==> config.mk <==
export PLATFORM = sky130hd
export DESIGN_NAME = btn_debounce_flat
export DESIGN_NICKNAME = d
export VERILOG_FILES = /design/src/rtl/board_pkg.sv /design/src/rtl/btn_debounce_if.sv /design/src/rtl/sync_ff.sv /design/src/rtl/btn_debounce.sv /design/src/flat_wrapper.sv
export SDC_FILE = /design/constraint.sdc
export NUM_CORES = 1
export LEC_CHECK = 0
export ABC_AREA = 1
export CAP_MARGIN = 5
export CORE_MARGIN = 4
export CORE_UTILIZATION = 51
export CTS_CLUSTER_SIZE = 12
export DETAILED_ROUTE_END_ITERATION = 8
export GPL_TIMING_DRIVEN = 0
export PLACE_DENSITY_LB_ADDON = 0.12
export REMOVE_ABC_BUFFERS = 1
export SETUP_SLACK_MARGIN = 0.3
export SKIP_LAST_GASP = 1
export SLEW_MARGIN = 30
export SYNTH_ARGS = -nofsm -noshare
export SYNTH_HDL_FRONTEND = slang
export SYNTH_SLANG_ARGS = --single-unit
==> constraint.sdc <==
create_clock -name clkI -period 1.55 [get_ports clkI]
set_input_delay 0.2325 -clock clkI [delete_from_list [all_inputs] [get_ports clkI]]
set_output_delay 0.2325 -clock clkI [all_outputs]
set_load 0.02 [all_outputs]
==> src/rtl/board_pkg.sv <==
// Shared board-level types for button and input conditioning.
// Imported by the debouncer and its wrappers.
package board_pkg;

    typedef enum logic [1:0] {
        S_RELEASED,
        S_PRESS_WAIT,
        S_PRESSED,
        S_RELEASE_WAIT
    } debounce_state_t;

    localparam int DEBOUNCE_SYNC_DEF = 2;

endpackage

==> src/rtl/btn_debounce_if.sv <==
// Button pin, tick enable and debounced outputs of one button.
// master drives the raw inputs; slave is the debouncer.
interface btn_debounce_if;

    logic tickI;
    logic btnI;
    logic btnO;
    logic pressO;
    logic releaseO;
    logic busyO;

    modport master (
        output tickI,
        output btnI,
        input  btnO,
        input  pressO,
        input  releaseO,
        input  busyO
    );

    modport slave (
        input  tickI,
        input  btnI,
        output btnO,
        output pressO,
        output releaseO,
        output busyO
    );

endinterface

==> src/rtl/sync_ff.sv <==
// Generic multi-flop synchroniser with synchronous reset.
// Shared by all asynchronous board inputs.
module sync_ff #(
    parameter int   STAGES  = 2,
    parameter logic RST_VAL = 1'b0
) (
    input  logic clkI,
    input  logic rstI,
    input  logic dI,
    output logic qO
);

    logic [STAGES-1:0] sync_q;
    logic [STAGES-1:0] sync_d;

    // Shift the pin one stage deeper each cycle.
    always_comb begin
        sync_d = {sync_q[STAGES-2:0], dI};
    end

    // Chain flops; reset to the idle pin level.
    always_ff @(posedge clkI) begin
        if (rstI) begin
            sync_q <= {STAGES{RST_VAL}};
        end else begin
            sync_q <= sync_d;
        end
    end

    assign qO = sync_q[STAGES-1];

endmodule

==> src/rtl/btn_debounce.sv <==
// Push-button debouncer qualified by the slow divider tick.
// Emits a clean level plus one-cycle press/release pulses.
module btn_debounce
    import board_pkg::*;
#(
    parameter int STABLE_TICKS = 20,
    parameter int SYNC_STAGES  = DEBOUNCE_SYNC_DEF,
    parameter int ACTIVE_LOW   = 1
) (
    input  logic     clkI,
    input  logic     rstI,
    btn_debounce_if.slave bus
);

    localparam int CNT_W = $clog2(STABLE_TICKS + 1);
    localparam logic PIN_IDLE = (ACTIVE_LOW != 0);
    localparam logic [CNT_W-1:0] CNT_LAST =
        CNT_W'(STABLE_TICKS - 1);

    logic            btn_sync;
    logic            pressed_s;
    logic            tick_q;
    logic            tick_d;
    logic            tick_rise;
    debounce_state_t state_q;
    debounce_state_t state_d;
    logic [CNT_W-1:0] cnt_q;
    logic [CNT_W-1:0] cnt_d;
    logic            btn_q;
    logic            btn_d;
    logic            press_q;
    logic            press_d;
    logic            release_q;
    logic            release_d;
    logic            busy_q;
    logic            busy_d;

    sync_ff #(
        .STAGES  (SYNC_STAGES),
        .RST_VAL (PIN_IDLE)
    ) u_sync (
        .clkI (clkI),
        .rstI (rstI),
        .dI   (bus.btnI),
        .qO   (btn_sync)
    );

    // Idle pin level maps to released whatever the polarity.
    assign pressed_s = btn_sync ^ PIN_IDLE;

    // tickI is only a level; a rise is one clkI cycle wide.
    assign tick_d    = bus.tickI;
    assign tick_rise = bus.tickI & ~tick_q;

    // Tick history; resets high so reset exit is not a tick.
    always_ff @(posedge clkI) begin
        if (rstI) begin
            tick_q <= 1'b1;
        end else begin
            tick_q <= tick_d;
        end
    end

    // Next state, counter and output pulses.
    always_comb begin
        state_d   = state_q;
        cnt_d     = cnt_q;
        btn_d     = btn_q;
        press_d   = 1'b0;
        release_d = 1'b0;
        unique case (state_q)
            S_RELEASED: begin
                if (pressed_s) begin
                    state_d = S_PRESS_WAIT;
                    cnt_d   = '0;
                end
            end
            S_PRESS_WAIT: begin
                if (!pressed_s) begin
                    state_d = S_RELEASED;
                    cnt_d   = '0;
                end else if (tick_rise) begin
                    if (cnt_q == CNT_LAST) begin
                        state_d = S_PRESSED;
                        cnt_d   = '0;
                        btn_d   = 1'b1;
                        press_d = 1'b1;
                    end else begin
                        cnt_d = cnt_q + 1'b1;
                    end
                end
            end
            S_PRESSED: begin
                if (!pressed_s) begin
                    state_d = S_RELEASE_WAIT;
                    cnt_d   = '0;
                end
            end
            S_RELEASE_WAIT: begin
                if (pressed_s) begin
                    state_d = S_PRESSED;
                    cnt_d   = '0;
                end else if (tick_rise) begin
                    if (cnt_q == CNT_LAST) begin
                        state_d   = S_RELEASED;
                        cnt_d     = '0;
                        btn_d     = 1'b0;
                        release_d = 1'b1;
                    end else begin
                        cnt_d = cnt_q + 1'b1;
                    end
                end
            end
        endcase
        busy_d = (state_d == S_PRESS_WAIT) ||
                 (state_d == S_RELEASE_WAIT);
    end

    // State, counter and registered outputs.
    always_ff @(posedge clkI) begin
        if (rstI) begin
            state_q   <= S_RELEASED;
            cnt_q     <= '0;
            btn_q     <= 1'b0;
            press_q   <= 1'b0;
            release_q <= 1'b0;
            busy_q    <= 1'b0;
        end else begin
            state_q   <= state_d;
            cnt_q     <= cnt_d;
            btn_q     <= btn_d;
            press_q   <= press_d;
            release_q <= release_d;
            busy_q    <= busy_d;
        end
    end

    assign bus.btnO     = btn_q;
    assign bus.pressO   = press_q;
    assign bus.releaseO = release_q;
    assign bus.busyO    = busy_q;

endmodule

==> src/flat_wrapper.sv <==
// flat-port wrapper written by rule: the top's interface ports become plain ports
module btn_debounce_flat import board_pkg::*;
#(
    parameter int STABLE_TICKS = 20,
    parameter int SYNC_STAGES  = DEBOUNCE_SYNC_DEF,
    parameter int ACTIVE_LOW   = 1
)
  (clkI, rstI, bus_tickI, bus_btnI, bus_btnO, bus_pressO, bus_releaseO, bus_busyO);
  btn_debounce_if bus_i ();
  input  logic clkI;
  input  logic rstI;
  input wire logic [$bits(bus_i.tickI)-1:0] bus_tickI;
  input wire logic [$bits(bus_i.btnI)-1:0] bus_btnI;
  output wire logic [$bits(bus_i.btnO)-1:0] bus_btnO;
  output wire logic [$bits(bus_i.pressO)-1:0] bus_pressO;
  output wire logic [$bits(bus_i.releaseO)-1:0] bus_releaseO;
  output wire logic [$bits(bus_i.busyO)-1:0] bus_busyO;
  assign bus_i.tickI = bus_tickI;
  assign bus_i.btnI = bus_btnI;
  assign bus_btnO = bus_i.btnO;
  assign bus_pressO = bus_i.pressO;
  assign bus_releaseO = bus_i.releaseO;
  assign bus_busyO = bus_i.busyO;
  btn_debounce #(.STABLE_TICKS(STABLE_TICKS), .SYNC_STAGES(SYNC_STAGES), .ACTIVE_LOW(ACTIVE_LOW)) u_core (.clkI(clkI), .rstI(rstI), .bus(bus_i));
endmodule
# == Word level (Yosys, flattened, before mapping) ==
# Cells that the tools add are included.
# Widths: inputs -> output; s select.
# word_totals
reg_bits,14
in_bits,4
out_inout_bits,4
wordCells,60
# op_classes
n_addsub,1
eq_ne,14
muxes,25
bitwise,5
n_reduce_logical,7
# ops
op,count
$mux 5,6
$pmux 5 s4,1
$mux 2,8
$mux 1,8
$ne 2x1->1 const B,4
$ne 2x2->1 const B,4
$pmux 2 s4,1
$reduce_and 7->1,1
$eq 2x2->1 const B,3
$reduce_or 3->1,2
$add 5x1->5 const B,1
$eq 5x5->1 const B,1
$eq 2x1->1 const B,2
$not 1->1,4
$logic_not 2->1,1
$pmux 1 s2,1
$reduce_and 2->1,1
$reduce_bool 2->1,1
$and 1x1->1,1
$logic_or 1x1->1,1

# == Longest topological paths before layout ==
# Gate-level depths: netlist of run 1.
# depth
depth_word,7
ltp_mapped,8
ltp_nobuf,8

# == Cells and area by module ==
# From an unflattened synthesis of run 1, not the netlist that was laid out.
# unflattened
cells_unflattened,88
area_unflattened_um2,630.6
# by_module_without_submodules
module,instances,cells_per_inst,area_each_um2,seq_area_each_um2
btn_debounce,1,81,571.8,240.2
sync_ff,1,7,58.8,40.0

# == Worst setup path after synthesis of run 1 ==
# OpenSTA, ideal clock, no wires.
# synth_path
path_type,flip-flop to flip-flop
startpoint,reg u_core.cnt_q[1]
endpoint,reg u_core.btn_q (netlist: u_core.bus.btnO)
setup_time_ns,0.113
arrival_time_ns,1.059
required_ns,1.437
setup_slack_ns,0.377
stages_incl_launch_ff,7
n_path_buf,0
synth_period_minus_slack_ns,1.173
path_cell_list,dfxtp_1 ha_1 nand3_4 nor2_4 nand4_1 nand3_1 nand2_1
# synth_via
elab_chain_cells,3
elab_cells_between_ends,4
classes_between,3 x eq/ne; 1 x reduce/logical
# synth_rtl
item,line_no,text
from (decl),btn_debounce.sv:27,logic [CNT_W-1:0] cnt_q;
from (signal assigned),btn_debounce.sv:130,cnt_q <= cnt_d;
$eq 5x5->1 *,"btn_debounce.sv:83, btn_debounce.sv:104",
$ne 2x1->1 (no source line),--,
$reduce_and 7->1 (no source line) *,--,
to (signal assigned),btn_debounce.sv:131,btn_q <= btn_d;
to (decl),btn_debounce.sv:29,logic btn_q;
# Every way passes the cells marked *; elsewhere a longest branch is shown, timed or not.
# A chain may end at the register's enable or synchronous reset.

# == Worst setup path after layout of run 1 ==
# Ends and elaborated chain as after synthesis.

==> results_tabular.tex, run 1 <==
\begin{tabular}{lr}
\hline
Metric & Value \\
\hline
\multicolumn{2}{l}{\textbf{Routing}} \\
\quad Routed Antenna Nets & 0 \\
\quad Overall routed net length & 1.21 mm \\
\quad Number of vias in the routed layout & 579 \\
\quad Remaining design rule violation count & 0 \\
\quad Number of iterations in the first detailed-routing pass & 4 \\
\quad Routed length per instance & 10.8 um \\
\quad Number of violations reported at the end of detailed-routing iteration 0 & 26 \\
\quad Via-per-instance ratio & 5.17 \\
\multicolumn{2}{l}{\textbf{STA}} \\
\quad Minimum hold slack & 321 ps \\
\quad Slew Viols, Final & 0 \\
\quad Final setup skew & 1.52 ps \\
\quad Period Utilization, post-route & 77.1\% \\
\quad Measured slew at the worst slew-check pin & 412 ps \\
\quad Setup violations, final & 0 \\
\quad Highest clock rate & 837 MHz \\
\quad Final hold violation count & 0 \\
\quad Final-layout setup total negative slack & 0 ps \\
\quad Unrepaired setup endpoints after global routing & true \\
\quad Crit path setup slack, layout & 355 ps \\
\quad Relative slew slack & 72.5\% \\
\quad Clock period minus final worst setup slack & 1190 ps \\
\multicolumn{2}{l}{\textbf{Synth}} \\
\quad Flops \& latches, synth & 14 \\
\quad Synthesized instance count & 85 \\
\quad Post-Syn Area & 672 um2 \\
\quad Average footprint of a synthesized cell & 7.90 um2 \\
\quad Cell taking the most area after synthesis & sky130\_fd\_sc\_hd\_\_dfxtp\_1 \\
\quad Proportion of netlist area held by the largest area contributor & 41.7\% \\
\quad Count of different cell masters after synthesis & 22 \\
\quad Top cells by area, synth & sky130\_fd\_sc\_hd\_\_dfxtp\_1 (42\%), sky130\_fd\_sc\_hd\_\_nand2\_1 (13\%), sky130\_fd\_sc\_hd\_\_a21oi\_2 (5.2\%), sky130\_fd\_sc\_hd\_\_inv\_1 (4.5\%), sky130\_fd\_sc\_hd\_\_nor2\_1 (3.4\%) \\
\quad Yosys warnings & 0 \\
\quad Post-synthesis sequential area ratio & 41.7\% \\
\multicolumn{2}{l}{\textbf{Worst setup path}} \\
\quad Worst stage delay on the critical path & 370 ps \\
\quad Critical Path End Type & flip-flop \\
\quad Data arrival time at the worst-slack endpoint & 1360 ps \\
\quad Critical-path cell with the highest stage delay & sky130\_fd\_sc\_hd\_\_dfxtp\_4 \\
\quad Number of cells on the worst reg-to-reg path & 6 \\
\quad Ordered list of cells on the worst path & ha\_4, nand3\_4, nor2\_4, nand4\_1, nand3\_1, nand2\_1 \\
\quad CP required & 1720 ps \\
\quad Crit-path max FO & 4 \\
\quad Setup crit start kind & flip-flop \\
\quad Critical path start-end classification & flip-flop to flip-flop \\
\multicolumn{2}{l}{\textbf{Pwr}} \\
\quad Static Leak & 0.388 nW \\
\quad Int Power & 464 uW \\
\quad Clock power frac & 32.2\% \\
\quad Part of the power in combinational logic & 5.5\% \\
\quad Worst VDD drop & 0.602 mV \\
\quad Switch Pwr & 121 uW \\
\quad Sw Ratio & 20.7\% \\
\quad Power density over the cells & 715 nW/um2 \\
\quad Proportion of power drawn by flip-flops and latches & 62.2\% \\
\multicolumn{2}{l}{\textbf{Global route}} \\
\quad Most heavily used metal layer in global routing & met2 \\
\quad Initial antenna violation count & 0 \\
\quad Fraction of met3 tracks used by global routing & 6.10\% \\
\quad Global-route met2 utilization & 18.9\% \\
\quad Largest net degree at the start of global routing & 11 \\
\quad Grt ovf & 0 \\
\quad First-pass GRT wire length & 1.83 mm \\
\quad Global-route track usage on met1 & 15.5\% \\
\quad Vias in the first global route & 447 \\
\quad All-layer global routing usage & 12.9\% \\
\multicolumn{2}{l}{\textbf{Run}} \\
\quad \# Max-Cap Violations & 0 \\
\multicolumn{2}{l}{\textbf{Floorplan}} \\
\quad Core footprint & 1170 um2 \\
\quad Cell row count & 12 \\
\quad Initial Utilization & 57.4\% \\
\quad Die area & 1960 um2 \\
\quad Top-Level Pins & 8 \\
\quad Vertical die dimension & 44.3 um \\
\quad Die extent in x & 44.3 um \\
\multicolumn{2}{l}{\textbf{Clock network}} \\
\quad TritonCTS buffer count & 3 \\
\quad Hold\_buf cts & 0 \\
\quad Clock network latency to the later pin of the worst-skew pair & 270 ps \\
\quad TritonCTS sink count & 14 \\
\quad CTS clk-pin slew, worst paths & 70 ps \\
\quad CTS H-tree depth & 1 \\
\quad CTS Root Cell & sky130\_fd\_sc\_hd\_\_clkbuf\_4 \\
\quad Largest buffer count on any clock path & 2 \\
\quad CTS tree & yes \\
\multicolumn{2}{l}{\textbf{Layout}} \\
\quad \# diodes & 0 \\
\quad Number of nets in the layout & 105 \\
\quad Synthesis-to-finish area growth & 21.8\% \\
\quad Ratio of cells with drive above 1 in the final layout & 30.6\% \\
\quad Number of inserted filler cells in the final layout & 100 \\
\multicolumn{2}{l}{\textbf{Place}} \\
\quad Final HPWL from detailed placement & 887 um \\
\quad Buffers added on ports & 7 \\
\quad Placement-stage worst setup slack & 50.2 ps \\
\quad Routability cong. & 0.776 \\
\multicolumn{2}{l}{\textbf{Worst hold path}} \\
\quad Worst Hold Path Cells & 2 \\
\quad Hold WC Path Type & primary input to flip-flop \\
\multicolumn{2}{l}{\textbf{Run status}} \\
\quad Run status & finished clean \\
\hline
\end{tabular}
[power by group through the flow]
stage                     Clock (mW)  Combinational (mW)  Sequential (mW)
after detailed placement           0              0.0328            0.376
after floorplan                    0              0.0148            0.377
after CTS                      0.198              0.0324            0.368
after global placement             0              0.0322            0.376
after global routing           0.217              0.0356            0.365
final                          0.189              0.0323            0.364
[stage by stage]
step / utilization [%] / instance area [um2] / total power [mW] / cells
6_report: 69.9 / 818 / 0.585 / 112
5_1_grt: 69.9 / 818 / 0.618 / 112
4_1_cts: 65.8 / 771 / 0.598 / 108
3_5_place_dp: 63.9 / 748 / 0.409 / 105
3_3_place_gp: 63.9 / 748 / 0.408 / 105
2_1_floorplan: - / 661 / 0.391 / 84
[area by class of cell]
cell class	count	area, um2	area share [%]
Sequential cell	14	288	35.2
Multi-Input combinational cell	58	347	42.4
Clock buffer	3	22.5	2.75
Timing Repair Buffer	11	97.6	11.9
Inverter	12	46.3	5.66
Tap cell	14	17.5	2.14
[worst paths after layout]
kind | from | end | slack [ps]
setup reg to reg | u_core.cnt_q[1] | u_core.bus.btnO | 360
hold reg to reg | u_core.u_sync.sync_q[0] | u_core.u_sync.sync_q[1] | 410
setup / recovery | u_core.cnt_q[1] | u_core.bus.btnO | 360
hold / removal | bus_tickI | u_core.tick_q | 320
[flip-flops by register name, indices dropped and copies added, names as in the netlist]
register and count:
u_core.bus.btnO 1, u_core.bus.busyO 1, u_core.bus.pressO 1, u_core.bus.releaseO 1, u_core.cnt_q 5, u_core.state_q 2
u_core.tick_q 1, u_core.u_sync.sync_q 2
[logic make-up after synthesis]
group | synth area share [%]
AND/OR/NAND/NOR | 38.2
AO/OA/AOI/OAI | 9.68
flip-flops | 41.7
adder cells (fa/ha/maj) | 1.86
buffers and inverters | 8.57
[synthesized netlist by cell type]
cell and number:
sky130_fd_sc_hd__nand2_4 1, sky130_fd_sc_hd__inv_1 8, sky130_fd_sc_hd__inv_2 3, sky130_fd_sc_hd__nand2_2 2
sky130_fd_sc_hd__or2_2 3, sky130_fd_sc_hd__nand2_1 23, sky130_fd_sc_hd__and3_1 2, sky130_fd_sc_hd__buf_6 1
sky130_fd_sc_hd__clkinv_2 1, sky130_fd_sc_hd__nand4_1 1, sky130_fd_sc_hd__ha_1 1, sky130_fd_sc_hd__o21ai_0 2
sky130_fd_sc_hd__nand3_2 2, sky130_fd_sc_hd__dfxtp_1 14, sky130_fd_sc_hd__nor2_4 2, sky130_fd_sc_hd__nor2_1 6
sky130_fd_sc_hd__nor2_2 1, sky130_fd_sc_hd__a21oi_2 4, sky130_fd_sc_hd__nand3_4 1, sky130_fd_sc_hd__o21bai_1 2
sky130_fd_sc_hd__nand3_1 4, sky130_fd_sc_hd__a21oi_1 1
[critical path: cells and delay by family (launching register included)]
kind	cells	cell delay [ps]
AND/OR/NAND/NOR	5	580
adder cells (fa/ha/maj)	1	140
flip-flops	1	370
[timing repair]
item                                    4_1_cts  5_1_grt
pin swaps                                     1        5
endpoints found under the hold margin         0        0
setup buffers                                 0        4
gates resized for setup                       7        4
gates cloned                                  0        0
endpoints found under the setup margin        8        4
[cells in the final DEF, fill, tap and decap left out, drive strengths merged]
cell type / instances
nand4: 1
ha: 1
or2: 3
o21ai: 2
o21bai: 2
nand2: 26
clkbuf: 3
inv: 11
and3: 2
nand3: 7
buf: 4
clkdlybuf4s50: 2
a21oi: 5
dlygate4sd2: 4
clkinv: 1
dfxtp: 14
nor2: 9
dlymetal6s2s: 1
[routing by layer]
metal  vias up  wire length, um
met3         5               88
met5         -                0
met4         0               23
met1       262              574
li1        295                -
met2        17              520
Power figures use the tool's default switching activity.
==> run 2: changes to the inputs <==
- clock period: 1.55 -> 1.1 ns (I/O delays scaled with it)
==> run 2 against run 1 <==
The flow now finishes with violations (negative setup slack); register-to-register slack worse by 410 ps; critical path depth unchanged; worst setup slack worse by 410 ps; maximum frequency is 3.2% higher; sequential power rose by 41%; sequential cell count did not move; clock-buffer cell count unchanged; via count is 2.4% lower; die area unchanged; largest cell class unchanged.
==> results_tabular.tex, run 2 (synthesis gave the netlist of run 1 again) <==
\begin{tabular}{lr}
\hline
Metric & Value \\
\hline
\multicolumn{2}{l}{\textbf{Clock network}} \\
\quad CTS H-tree depth & 1 (unchanged) \\
\quad Hold\_buf cts & 0 (unchanged) \\
\quad TritonCTS buffer count & 3 (unchanged) \\
\quad Clock network latency to the later pin of the worst-skew pair & 270 ps (about the same) \\
\quad CTS tree & yes \\
\quad TritonCTS sink count & 14 (unchanged) \\
\quad CTS Root Cell & sky130\_fd\_sc\_hd\_\_clkbuf\_4 \\
\quad CTS clk-pin slew, worst paths & 70 ps (about the same) \\
\quad Largest buffer count on any clock path & 2 (unchanged) \\
\multicolumn{2}{l}{\textbf{Layout}} \\
\quad Most used cells in the layout excluding fill and tap cells & sky130\_fd\_sc\_hd\_\_nand2\_1 (23), sky130\_fd\_sc\_hd\_\_inv\_1 (8), sky130\_fd\_sc\_hd\_\_dfxtp\_1 (8), sky130\_fd\_sc\_hd\_\_nor2\_1 (6), sky130\_fd\_sc\_hd\_\_buf\_4 (5) \\
\quad Ratio of cells with drive above 1 in the final layout & 39.8\% (+9.2 points) \\
\quad Number of flip-flops under the largest register name & 5 (unchanged) \\
\quad Final std cell area, no fill & 828 um2 (+1.2\%) \\
\quad Post-layout instance count excluding filler cells & 112 (unchanged) \\
\quad Synthesis-to-finish area growth & 23.3\% \\
\quad \# diodes & 0 (unchanged) \\
\quad Largest registers & u\_core.cnt\_q (5), u\_core.state\_q (2), u\_core.u\_sync.sync\_q (2) \\
\quad Number of nets in the layout & 105 (unchanged) \\
\quad Most common cell after layout, fill and taps aside & sky130\_fd\_sc\_hd\_\_nand2\_1 \\
\quad Final core area utilization & 70.7\% (+0.85 points) \\
\quad Register with the most flip-flops & u\_core.cnt\_q \\
\multicolumn{2}{l}{\textbf{Worst setup path}} \\
\quad Critical Path End Type & flip-flop \\
\quad Critical path start-end classification & flip-flop to flip-flop \\
\quad CP required & 1270 ps (-450 ps) \\
\quad Setup crit start kind & flip-flop \\
\quad R2R Setup Slk & -60 ps (-410 ps) \\
\quad Number of cells on the worst reg-to-reg path & 6 (unchanged) \\
\quad Data arrival time at the worst-slack endpoint & 1330 ps (-30 ps) \\
\quad Crit-path max FO & 3 (-1) \\
\multicolumn{2}{l}{\textbf{Worst hold path}} \\
\quad Worst Hold Path Cells & 2 (unchanged) \\
\quad Hold WC Path Type & primary input to flip-flop \\
\multicolumn{2}{l}{\textbf{STA}} \\
\quad Highest clock rate & 864 MHz (+3.2\%) \\
\quad Crit path setup slack, layout & -57.9 ps (-413 ps) \\
\quad Slew Viols, Final & 0 (unchanged) \\
\quad Final setup skew & 0.522 ps (-0.993 ps) \\
\quad Clock period minus final worst setup slack & 1160 ps (-37.0 ps) \\
\quad Final hold violation count & 0 (unchanged) \\
\quad Period Utilization, post-route & 105\% (+28 points) \\
\quad Setup violations, final & 3 (+3) \\
\quad Unrepaired setup endpoints after global routing & true \\
\quad Measured slew at the worst slew-check pin & 413 ps (+1.32 ps) \\
\quad Relative slew slack & 72.5\% (about the same) \\
\quad Minimum hold slack & 358 ps (+36.7 ps) \\
\multicolumn{2}{l}{\textbf{Floorplan}} \\
\quad Cell row count & 12 (unchanged) \\
\quad Die extent in x & 44.3 um (unchanged) \\
\quad Die area & 1960 um2 (unchanged) \\
\quad Vertical die dimension & 44.3 um (unchanged) \\
\quad Top-Level Pins & 8 (unchanged) \\
\quad Initial Utilization & 57.4\% (unchanged) \\
\quad Core footprint & 1170 um2 (unchanged) \\
\multicolumn{2}{l}{\textbf{Run status}} \\
\quad Violations in the final reports & negative setup slack \\
\quad Run status & finished with violations \\
\multicolumn{2}{l}{\textbf{Pwr}} \\
\quad Worst VDD drop & 0.848 mV (+41\%) \\
\quad Power density over the cells & 1000 nW/um2 (+40\%) \\
\quad Static Leak & 0.375 nW (-3.4\%) \\
\multicolumn{2}{l}{\textbf{Place}} \\
\quad Buffers added on ports & 7 (unchanged) \\
\quad Final HPWL from detailed placement & 887 um (unchanged) \\
\quad Placement-stage worst setup slack & -332 ps (-382 ps) \\
\quad Cell area reported after detailed placement & 748 um2 (unchanged) \\
\quad Total placed cells including tap cells & 105 (unchanged) \\
\quad Routability cong. & 0.776 (unchanged) \\
\multicolumn{2}{l}{\textbf{Routing}} \\
\quad Number of violations reported at the end of detailed-routing iteration 0 & 23 (-12\%) \\
\quad Number of iterations in the first detailed-routing pass & 4 (unchanged) \\
\quad Routed length per instance & 10.8 um (unchanged) \\
\quad Routed Antenna Nets & 0 (unchanged) \\
\quad Number of vias in the routed layout & 565 (-2.4\%) \\
\quad Overall routed net length & 1.21 mm (unchanged) \\
\quad Remaining design rule violation count & 0 (unchanged) \\
\quad Via-per-instance ratio & 5.04 (-2.4\%) \\
\multicolumn{2}{l}{\textbf{Global route}} \\
\quad First-pass GRT wire length & 2.01 mm (+10\%) \\
\quad All-layer global routing usage & 14.2\% (+1.3 points) \\
\quad Initial antenna violation count & 0 (unchanged) \\
\quad Vias in the first global route & 492 (+10\%) \\
\quad Grt ovf & 0 (unchanged) \\
\quad Largest net degree at the start of global routing & 11 (unchanged) \\
\multicolumn{2}{l}{\textbf{Run}} \\
\quad \# Max-Cap Violations & 0 (unchanged) \\
\hline
\end{tabular}
==> run 2: cell types whose count changed in the layout (fill, tap and decap cells not counted), sizes merged <==
cell,change
buf,+4
clkdlybuf4s50,-1
dlygate4sd2,-2
dlymetal6s2s,-1
==> run 2: path summary, 6_finish.rpt <==
kind / endpoint / start
setup / recovery: u_core.bus.btnO / u_core.cnt_q[1]
hold / removal: u_core.tick_q / bus_tickI
setup reg to reg: u_core.bus.btnO / u_core.cnt_q[1]
hold reg to reg: u_core.u_sync.sync_q[1] / u_core.u_sync.sync_q[0]
==> run 2: area by class of cell <==
type / instances / area (um2)
timing repair buffer: 11 / 98.8
tap: 14 / 17.5
clock buffer: 3 / 22.5
inverter: 12 / 46.3
sequential: 14 / 293
multi-input combinational: 58 / 350
fill: 101 / 343
==> run 2: what timing repair did <==
action,CTS,global route
buffers inserted,4,0
gates resized for setup,33,4
endpoints found under the setup margin,18,15
pin swaps,9,1
cloned,0,0
==> run 2: power breakdown <==
part	switching (mW)	total [mW]	internal, mW
sequential	0.00477	0.514	0.509
combinational	0.0270	0.0449	0.0179
clock	0.144	0.270	0.127
total	0.175	0.829	0.653
==> run 2: worst max-delay path, stage by stage (launching register included) <==
cell and delay (ps):
sky130_fd_sc_hd__dfxtp_4 370, sky130_fd_sc_hd__ha_4 140, sky130_fd_sc_hd__nand3_4 80, sky130_fd_sc_hd__nor2_4 170, sky130_fd_sc_hd__nand4_1 140, sky130_fd_sc_hd__nand3_1 100
sky130_fd_sc_hd__nand2_1 50
==> run 2: layer usage <==
metal	vias to the layer above	routed length (um)	global-route usage, %
li1	293	-	-
met1	253	555	17.0
met2	17	537	21.5
met3	2	98	6.10
met4	0	14	7.23
met5	-	0	0
==> run 2: stage by stage <==
step,power (mW),setup TNS (ps)
3_3_place_gp,0.575,-3370
5_1_grt,0.874,-765
6_report,0.829,-123
4_1_cts,0.837,-104
3_5_place_dp,0.577,-3500
2_1_floorplan,0.552,-170
==> run 3: changes to the inputs <==
- HOLD_SLACK_MARGIN: unset -> 0.12
==> results of run 3 <==
No change in the layout: final DEF, timing and power equal those of run 2.
